**src/rtl/morse_pkg.sv**
```systemverilog
// Shared Morse digit definitions.
// Holds the sequencer state encoding, the element timing constants and the digit pattern table.
package morse_pkg;

  typedef logic [2:0] state_t;

  localparam state_t IDLE     = 3'd0;
  localparam state_t LOAD     = 3'd1;
  localparam state_t ELEM_ON  = 3'd2;
  localparam state_t ELEM_GAP = 3'd3;
  localparam state_t CHAR_GAP = 3'd4;

  localparam int ELEMS_PER_DIGIT = 5;
  localparam int DOT_UNITS       = 1;
  localparam int DASH_UNITS      = 3;
  localparam int ELEM_GAP_UNITS  = 1;
  localparam int CHAR_GAP_UNITS  = 3;

  // Bit i is element i (bit 0 is sent first); 1 = dash. Listed from digit 9 down to digit 0.
  localparam logic [9:0][4:0] DIGIT_PATTERNS = {
    5'b01111, 5'b00111, 5'b00011, 5'b00001, 5'b00000,
    5'b10000, 5'b11000, 5'b11100, 5'b11110, 5'b11111
  };

  function automatic logic [4:0] digit_pattern(input logic [3:0] d);
    return (d > 4'd9) ? 5'b00000 : DIGIT_PATTERNS[d];
  endfunction

endpackage

```
**src/rtl/morse_digit_fifo.sv**
```systemverilog
// Small synchronous FIFO holding queued digit codes.
// DEPTH must be a power of two so the pointers wrap naturally.
module morse_digit_fifo #(
  parameter int DEPTH = 4,
  parameter int WIDTH = 4
) (
  input  logic             clk,
  input  logic             rst,
  input  logic             push,
  input  logic [WIDTH-1:0] push_data,
  input  logic             pop,
  output logic [WIDTH-1:0] head,
  output logic             full,
  output logic             empty
);

  localparam int AW = $clog2(DEPTH);

  logic [WIDTH-1:0] mem [DEPTH];
  logic [AW-1:0]    wr_ptr;
  logic [AW-1:0]    rd_ptr;
  logic [AW:0]      count;
  logic             do_push;
  logic             do_pop;

  assign do_push = push && !full;
  assign do_pop  = pop && !empty;
  assign full    = (count == (AW+1)'(DEPTH));
  assign empty   = (count == '0);
  assign head    = mem[rd_ptr];

  always_ff @(posedge clk) begin
    if (rst) begin
      wr_ptr <= '0;
      rd_ptr <= '0;
      count  <= '0;
    end else begin
      if (do_push) wr_ptr <= wr_ptr + 1'b1;
      if (do_pop)  rd_ptr <= rd_ptr + 1'b1;
      if (do_push && !do_pop)      count <= count + 1'b1;
      else if (!do_push && do_pop) count <= count - 1'b1;
    end
  end

  always_ff @(posedge clk) begin
    if (do_push) mem[wr_ptr] <= push_data;
  end

endmodule

```
**src/rtl/morse_msg_ctrl.sv**
```systemverilog
// Morse digit message controller: queues digit codes and keys them out as timed dots and dashes.
// Every state's duration is counted in whole units of UNIT_DIV clock cycles.
module morse_msg_ctrl
  import morse_pkg::*;
#(
  parameter int UNIT_DIV = 12_500_000
) (
  input  logic       clk,
  input  logic       rst,
  input  logic       wr_valid,
  input  logic [3:0] wr_digit,
  output logic       wr_ready,
  output logic       mors,
  output logic       busy,
  output logic       done,
  output logic       err
);

  localparam logic [23:0] UNIT_LAST = 24'(UNIT_DIV - 1);

  state_t      state;
  state_t      next;
  logic [23:0] cyc;
  logic [1:0]  units;
  logic [1:0]  units_last;
  logic [2:0]  idx;
  logic [4:0]  pat;
  logic [3:0]  head;
  logic        full;
  logic        empty;
  logic        pop;
  logic        accept;
  logic        push;
  logic        unit_end;
  logic        state_end;

  assign wr_ready  = !full && !rst;
  assign accept    = wr_valid && wr_ready;
  assign push      = accept && (wr_digit <= 4'd9);
  assign busy      = (state != IDLE);
  assign unit_end  = (cyc == UNIT_LAST);
  assign state_end = unit_end && (units == units_last);

  morse_digit_fifo #(.DEPTH(4), .WIDTH(4)) u_fifo (
    .clk       (clk),
    .rst       (rst),
    .push      (push),
    .push_data (wr_digit),
    .pop       (pop),
    .head      (head),
    .full      (full),
    .empty     (empty)
  );

  always_comb begin
    units_last = 2'(CHAR_GAP_UNITS - 1);
    case (state)
      ELEM_ON:  units_last = pat[idx] ? 2'(DASH_UNITS - 1) : 2'(DOT_UNITS - 1);
      ELEM_GAP: units_last = 2'(ELEM_GAP_UNITS - 1);
      default:  ;
    endcase
  end

  always_comb begin
    next = state;
    pop  = 1'b0;
    case (state)
      IDLE:     if (!empty) next = LOAD;
      LOAD: begin
        pop  = 1'b1;
        next = ELEM_ON;
      end
      ELEM_ON:  if (state_end) next = (idx < 3'(ELEMS_PER_DIGIT - 1)) ? ELEM_GAP : CHAR_GAP;
      ELEM_GAP: if (state_end) next = ELEM_ON;
      CHAR_GAP: if (state_end) next = empty ? IDLE : LOAD;
      default:  next = IDLE;
    endcase
  end

  // mors is driven from the next state so it is high exactly during ELEM_ON cycles.
  always_ff @(posedge clk) begin
    if (rst) begin
      state <= IDLE;
      cyc   <= '0;
      units <= '0;
      idx   <= '0;
      mors  <= 1'b0;
      done  <= 1'b0;
      err   <= 1'b0;
    end else begin
      state <= next;
      mors  <= (next == ELEM_ON);
      done  <= (state == CHAR_GAP) && (next == IDLE);
      err   <= accept && (wr_digit > 4'd9);
      if (next != state || state == IDLE || state == LOAD) begin
        cyc   <= '0;
        units <= '0;
      end else if (unit_end) begin
        cyc   <= '0;
        units <= units + 1'b1;
      end else begin
        cyc <= cyc + 1'b1;
      end
      if (state == LOAD) idx <= '0;
      else if (state == ELEM_GAP && state_end) idx <= idx + 1'b1;
    end
  end

  always_ff @(posedge clk) begin
    if (state == LOAD) pat <= digit_pattern(head);
  end

endmodule

```
**config.mk**
```make
export PLATFORM = sky130hd
export DESIGN_NAME = morse_msg_ctrl
export DESIGN_NICKNAME = d
export VERILOG_FILES = /design/src/rtl/morse_pkg.sv /design/src/rtl/morse_digit_fifo.sv /design/src/rtl/morse_msg_ctrl.sv
export SDC_FILE = /design/constraint.sdc
export NUM_CORES = 1
export LEC_CHECK = 0
export ABC_AREA = 1
export CAP_MARGIN = 30
export CORE_MARGIN = 5
export CORE_UTILIZATION = 55
export CTS_CLUSTER_SIZE = 16
export DETAILED_ROUTE_END_ITERATION = 10
export PLACE_DENSITY = 0.77
export SETUP_SLACK_MARGIN = 0.5
export SLEW_MARGIN = 5
export SYNTH_ARGS = -nofsm -noshare
export SYNTH_HDL_FRONTEND = slang
export SYNTH_SLANG_ARGS = --single-unit
```
**constraint.sdc**
```tcl
create_clock -name clk -period 5.9 [get_ports clk]
set_input_delay 1.18 -clock clk [delete_from_list [all_inputs] [get_ports clk]]
set_output_delay 1.18 -clock clk [all_outputs]
set_load 0.03 [all_outputs]
```
==> metrics.txt <==
# TYPE chip_impl_metric gauge
chip_impl_info{name="status",value="finished, final reports clean"} 1
chip_impl_metric{name="worstMarginPinSlew",unit="ps"} 838
chip_impl_metric{name="synthCells",unit=""} 367
chip_impl_metric{name="dpl_worst_slack",unit="ps"} 2050
chip_impl_metric{name="detailedRoute.firstIterationViolations",unit=""} 96
chip_impl_metric{name="final_wirelength",unit="mm"} 5.20
chip_impl_metric{name="quantity_of_i_o_buffers_inserted_on_ports",unit=""} 11
chip_impl_metric{name="placeableCoreArea",unit="um^2"} 5510
chip_impl_metric{name="drv.max_cap_violation_count",unit=""} 0
chip_impl_metric{name="number_of_global_route_vias_before_repair",unit=""} 2229
chip_impl_metric{name="remaining_drc_errors",unit=""} 0
chip_impl_metric{name="setup_tns",unit="ps"} 0
chip_impl_metric{name="ctsResizeCount",unit=""} 0
chip_impl_metric{name="power_report.internal_total",unit="uW"} 737
chip_impl_metric{name="dieHeight",unit="um"} 85.5
chip_impl_metric{name="gp_routability_congestion",unit=""} 0.873
chip_impl_metric{name="grt_antenna_before_repair",unit=""} 0
chip_impl_metric{name="post_cts_buffers",unit=""} 0
chip_impl_metric{name="syn_area",unit="um^2"} 3130
chip_impl_metric{name="synth.avg_cell_area",unit="um^2"} 8.53
chip_impl_metric{name="path_clk_slew",unit="ps"} 70
chip_impl_metric{name="ys.warnings.count",unit=""} 0
chip_impl_metric{name="finalMaxSlewViolations",unit=""} 0
chip_impl_metric{name="synth_nets",unit=""} 382
chip_impl_info{name="tritoncts",value="built"} 1
chip_impl_metric{name="grt_overflow",unit=""} 0
chip_impl_metric{name="power-per-cell-area",unit="nW/um^2"} 295
chip_impl_metric{name="period_needed",unit="ps"} 3870
chip_impl_metric{name="rows",unit=""} 27
chip_impl_metric{name="final_setup_slack_of_the_worst_path",unit="ps"} 2030
chip_impl_metric{name="comb_power_share",unit=""} 0.146
chip_impl_metric{name="dp_wirelength",unit="mm"} 3.91
chip_impl_metric{name="cts-root-to-sink-buffers",unit=""} 2
chip_impl_metric{name="clk-insertion-delay-late",unit="ps"} 350
chip_impl_metric{name="power_switching_share",unit=""} 0.287
chip_impl_metric{name="start_util",unit=""} 0.569
chip_impl_metric{name="fillCellCount",unit=""} 464
chip_impl_metric{name="routed_wire_length_per_instance",unit="um"} 11.2
chip_impl_metric{name="hold_viol",unit=""} 0
chip_impl_metric{name="chipWidth",unit="um"} 85.5
chip_impl_metric{name="post_cts_hold_buffer_count",unit=""} 0
chip_impl_info{name="ctsRootBufferMaster",value="sky130_fd_sc_hd__clkbuf_8"} 1
chip_impl_info{name="timing.hold.worst.class",value="register to register"} 1
chip_impl_metric{name="tritoncts_num_sinks",unit=""} 65
chip_impl_metric{name="antenna_left",unit=""} 0
chip_impl_metric{name="critical_path_arrival",unit="ps"} 2690
chip_impl_metric{name="p_leak",unit="nW"} 1.31
chip_impl_metric{name="first_pass_grt_wire_length",unit="mm"} 9.29
chip_impl_metric{name="diodes",unit=""} 0
chip_impl_metric{name="ys_seq_elements",unit=""} 65
chip_impl_metric{name="p_switching",unit="uW"} 296
chip_impl_metric{name="num_vias",unit=""} 2332
chip_impl_metric{name="io_pins",unit=""} 12
chip_impl_metric{name="cp.required",unit="ps"} 4720
chip_impl_info{name="worst_setup_path_end_kind",value="output pin"} 1
chip_impl_metric{name="die_area",unit="um^2"} 7300
chip_impl_info{name="worstSetupStartpointType",value="input pin"} 1
chip_impl_metric{name="synth-seq-area-share",unit=""} 0.483
chip_impl_metric{name="period_share",unit=""} 0.655
chip_impl_metric{name="htree_levels",unit=""} 3
chip_impl_metric{name="gr-usage-all-layers",unit=""} 0.159
chip_impl_metric{name="worst_ir_drop_vdd",unit="mV"} 0.170
chip_impl_metric{name="numCtsBuffers",unit=""} 9
chip_impl_metric{name="vias_per_cell",unit=""} 5.04
chip_impl_metric{name="crit_fanout",unit=""} 6
chip_impl_metric{name="clock_power_share",unit=""} 0.366
chip_impl_metric{name="fmaxAchievable",unit="GHz"} 0.259
chip_impl_metric{name="setup_viol",unit=""} 0
chip_impl_metric{name="remaining_max_slew_budget_at_the_tightest_pin",unit=""} 0.437
chip_impl_metric{name="synth.lib_cells_used.distinct",unit=""} 32
chip_impl_info{name="grt_setup_unrepaired",value="no"} 1
chip_impl_metric{name="detail_route.first_pass.iterations",unit=""} 4
chip_impl_info{name="worst-setup-path-type",value="input pin to output pin"} 1
chip_impl_metric{name="power.share.sequential",unit=""} 0.487
chip_impl_metric{name="post_route_cells_drive_above_1_share",unit=""} 0.146
chip_impl_metric{name="pin_count_of_the_biggest_net_entering_global_routing",unit=""} 25
chip_impl_metric{name="area_growth_syn_to_layout",unit="%"} 12.0
chip_impl_metric{name="layout.nets",unit=""} 401
chip_impl_metric{name="fin_worst_skew",unit="ps"} 7.97
==> final cells by class <==
type / instances / area [um^2] / area share
Sequential cell: 65 / 1510 / 0.431
Multi-Input combinational cell: 244 / 1390 / 0.396
Inverter: 55 / 206 / 0.0589
Clock buffer: 9 / 124 / 0.0353
Timing Repair Buffer: 11 / 110 / 0.0314
Tap cell: 72 / 90.1 / 0.0257
Clock inverter: 7 / 77.6 / 0.0221
==> synthesized netlist by cell type <==
cell type	n	area [um^2]
sky130_fd_sc_hd__nor2_2	26	163
sky130_fd_sc_hd__nand2_2	4	25.0
sky130_fd_sc_hd__nand3_1	13	65.1
sky130_fd_sc_hd__nand3_2	5	50.1
sky130_fd_sc_hd__nand4_1	6	37.5
sky130_fd_sc_hd__a31oi_1	1	6.26
sky130_fd_sc_hd__dfxtp_1	44	881
sky130_fd_sc_hd__nand4_2	1	12.5
sky130_fd_sc_hd__inv_1	53	199
sky130_fd_sc_hd__a211oi_1	1	7.51
sky130_fd_sc_hd__or2_2	1	6.26
sky130_fd_sc_hd__nor2_1	35	131
sky130_fd_sc_hd__a21oi_2	1	8.76
sky130_fd_sc_hd__edfxtp_1	21	631
sky130_fd_sc_hd__inv_2	1	3.75
sky130_fd_sc_hd__fa_1	1	20.0
sky130_fd_sc_hd__clkinv_1	1	3.75
sky130_fd_sc_hd__a32oi_1	4	35.0
sky130_fd_sc_hd__nor4_4	1	21.3
sky130_fd_sc_hd__nor4_1	4	25.0
sky130_fd_sc_hd__xnor2_1	5	43.8
sky130_fd_sc_hd__buf_6	2	22.5
sky130_fd_sc_hd__a21oi_1	20	100
sky130_fd_sc_hd__xor2_1	17	149
sky130_fd_sc_hd__o31ai_1	1	7.51
sky130_fd_sc_hd__nand3_4	1	17.5
sky130_fd_sc_hd__o22ai_1	1	6.26
sky130_fd_sc_hd__o21ai_0	14	70.1
sky130_fd_sc_hd__nand2_1	63	236
sky130_fd_sc_hd__nor3_1	11	55.1
sky130_fd_sc_hd__clkbuf_1	1	3.75
sky130_fd_sc_hd__ha_1	7	87.6
==> power groups by stage <==
stage | registers, mW | logic [mW] | clock network, mW
detailed placement | 0.514 | 0.152 | 0
finish | 0.504 | 0.151 | 0.378
global route | 0.508 | 0.171 | 0.407
CTS | 0.504 | 0.152 | 0.392
floorplan | 0.513 | 0.113 | 0
global placement | 0.513 | 0.146 | 0
==> worst paths after layout <==
| kind | endpoint | start | slack (ps) | cells past startpoint |
|---|---|---|---|---|
| setup / recovery | wr_ready | rst | 2030 | 3 |
| hold / removal | cyc[0] | cyc[0] | 450 | 1 |
| setup reg to reg | u_fifo.count[1] | state[0] | 3280 | 10 |
| hold reg to reg | cyc[0] | cyc[0] | 450 | 1 |
==> cell families after synthesis <==
family                     synth area share
AOI/OAI and AO/OA                    0.0771
xor gates and xnor gates             0.0615
adders and majority gates            0.0344
and+or+nand+nor                       0.270
DFF                                   0.483
buffers and inverters                0.0743
==> state kept, by name, summed over array words and instances, names as in the netlist, named ones only <==
| name | flops |
|---|---|
| done | 1 |
| cyc | 24 |
| u_fifo.rd_ptr | 2 |
| idx | 3 |
| u_fifo.count | 3 |
| err | 1 |
| u_fifo.wr_ptr | 2 |
| state | 3 |
| u_fifo.mem | 16 |
| units | 2 |
| mors | 1 |
| pat | 5 |
==> cell usage in the layout (no fill, tap or decap), types with 7 or more instances in the layout <==
cell and n:
sky130_fd_sc_hd__a21oi_1 20, sky130_fd_sc_hd__clkbuf_8 9, sky130_fd_sc_hd__clkdlybuf4s50_1 11, sky130_fd_sc_hd__dfxtp_1 44
sky130_fd_sc_hd__edfxtp_1 21, sky130_fd_sc_hd__ha_1 7, sky130_fd_sc_hd__inv_1 53, sky130_fd_sc_hd__nand2_1 63
sky130_fd_sc_hd__nand3_1 13, sky130_fd_sc_hd__nor2_1 35, sky130_fd_sc_hd__nor2_2 26, sky130_fd_sc_hd__nor3_1 11
sky130_fd_sc_hd__o21ai_0 14, sky130_fd_sc_hd__xor2_1 17
==> layer usage <==
| layer | track usage | up-vias | wire length [um] |
|---|---|---|---|
| met5 | 0 | - | 0 |
| li1 | - | 1232 | - |
| met1 | 0.171 | 1057 | 2220 |
| met3 | 0.0495 | 12 | 217 |
| met4 | 0.0691 | 0 | 101 |
| met2 | 0.283 | 31 | 2670 |
==> critical path: stages <==
cell                              delay [ps]
sky130_fd_sc_hd__clkdlybuf4s50_1         510
sky130_fd_sc_hd__a21oi_1                 260
sky130_fd_sc_hd__clkdlybuf4s50_1         730
==> per-stage QoR <==
step           cell area, um^2  total power, mW  instances   util  hold slack [ps]
6_report                  3510             1.03        463  0.637              450
3_5_place_dp              3310            0.665        447  0.600              445
2_1_floorplan             3130            0.626        367      -              418
4_1_cts                   3510             1.05        463  0.637              457
3_3_place_gp              3310            0.660        447  0.600              431
5_1_grt                   3510             1.09        463  0.637              482
(Power assumes the default switching activity.)
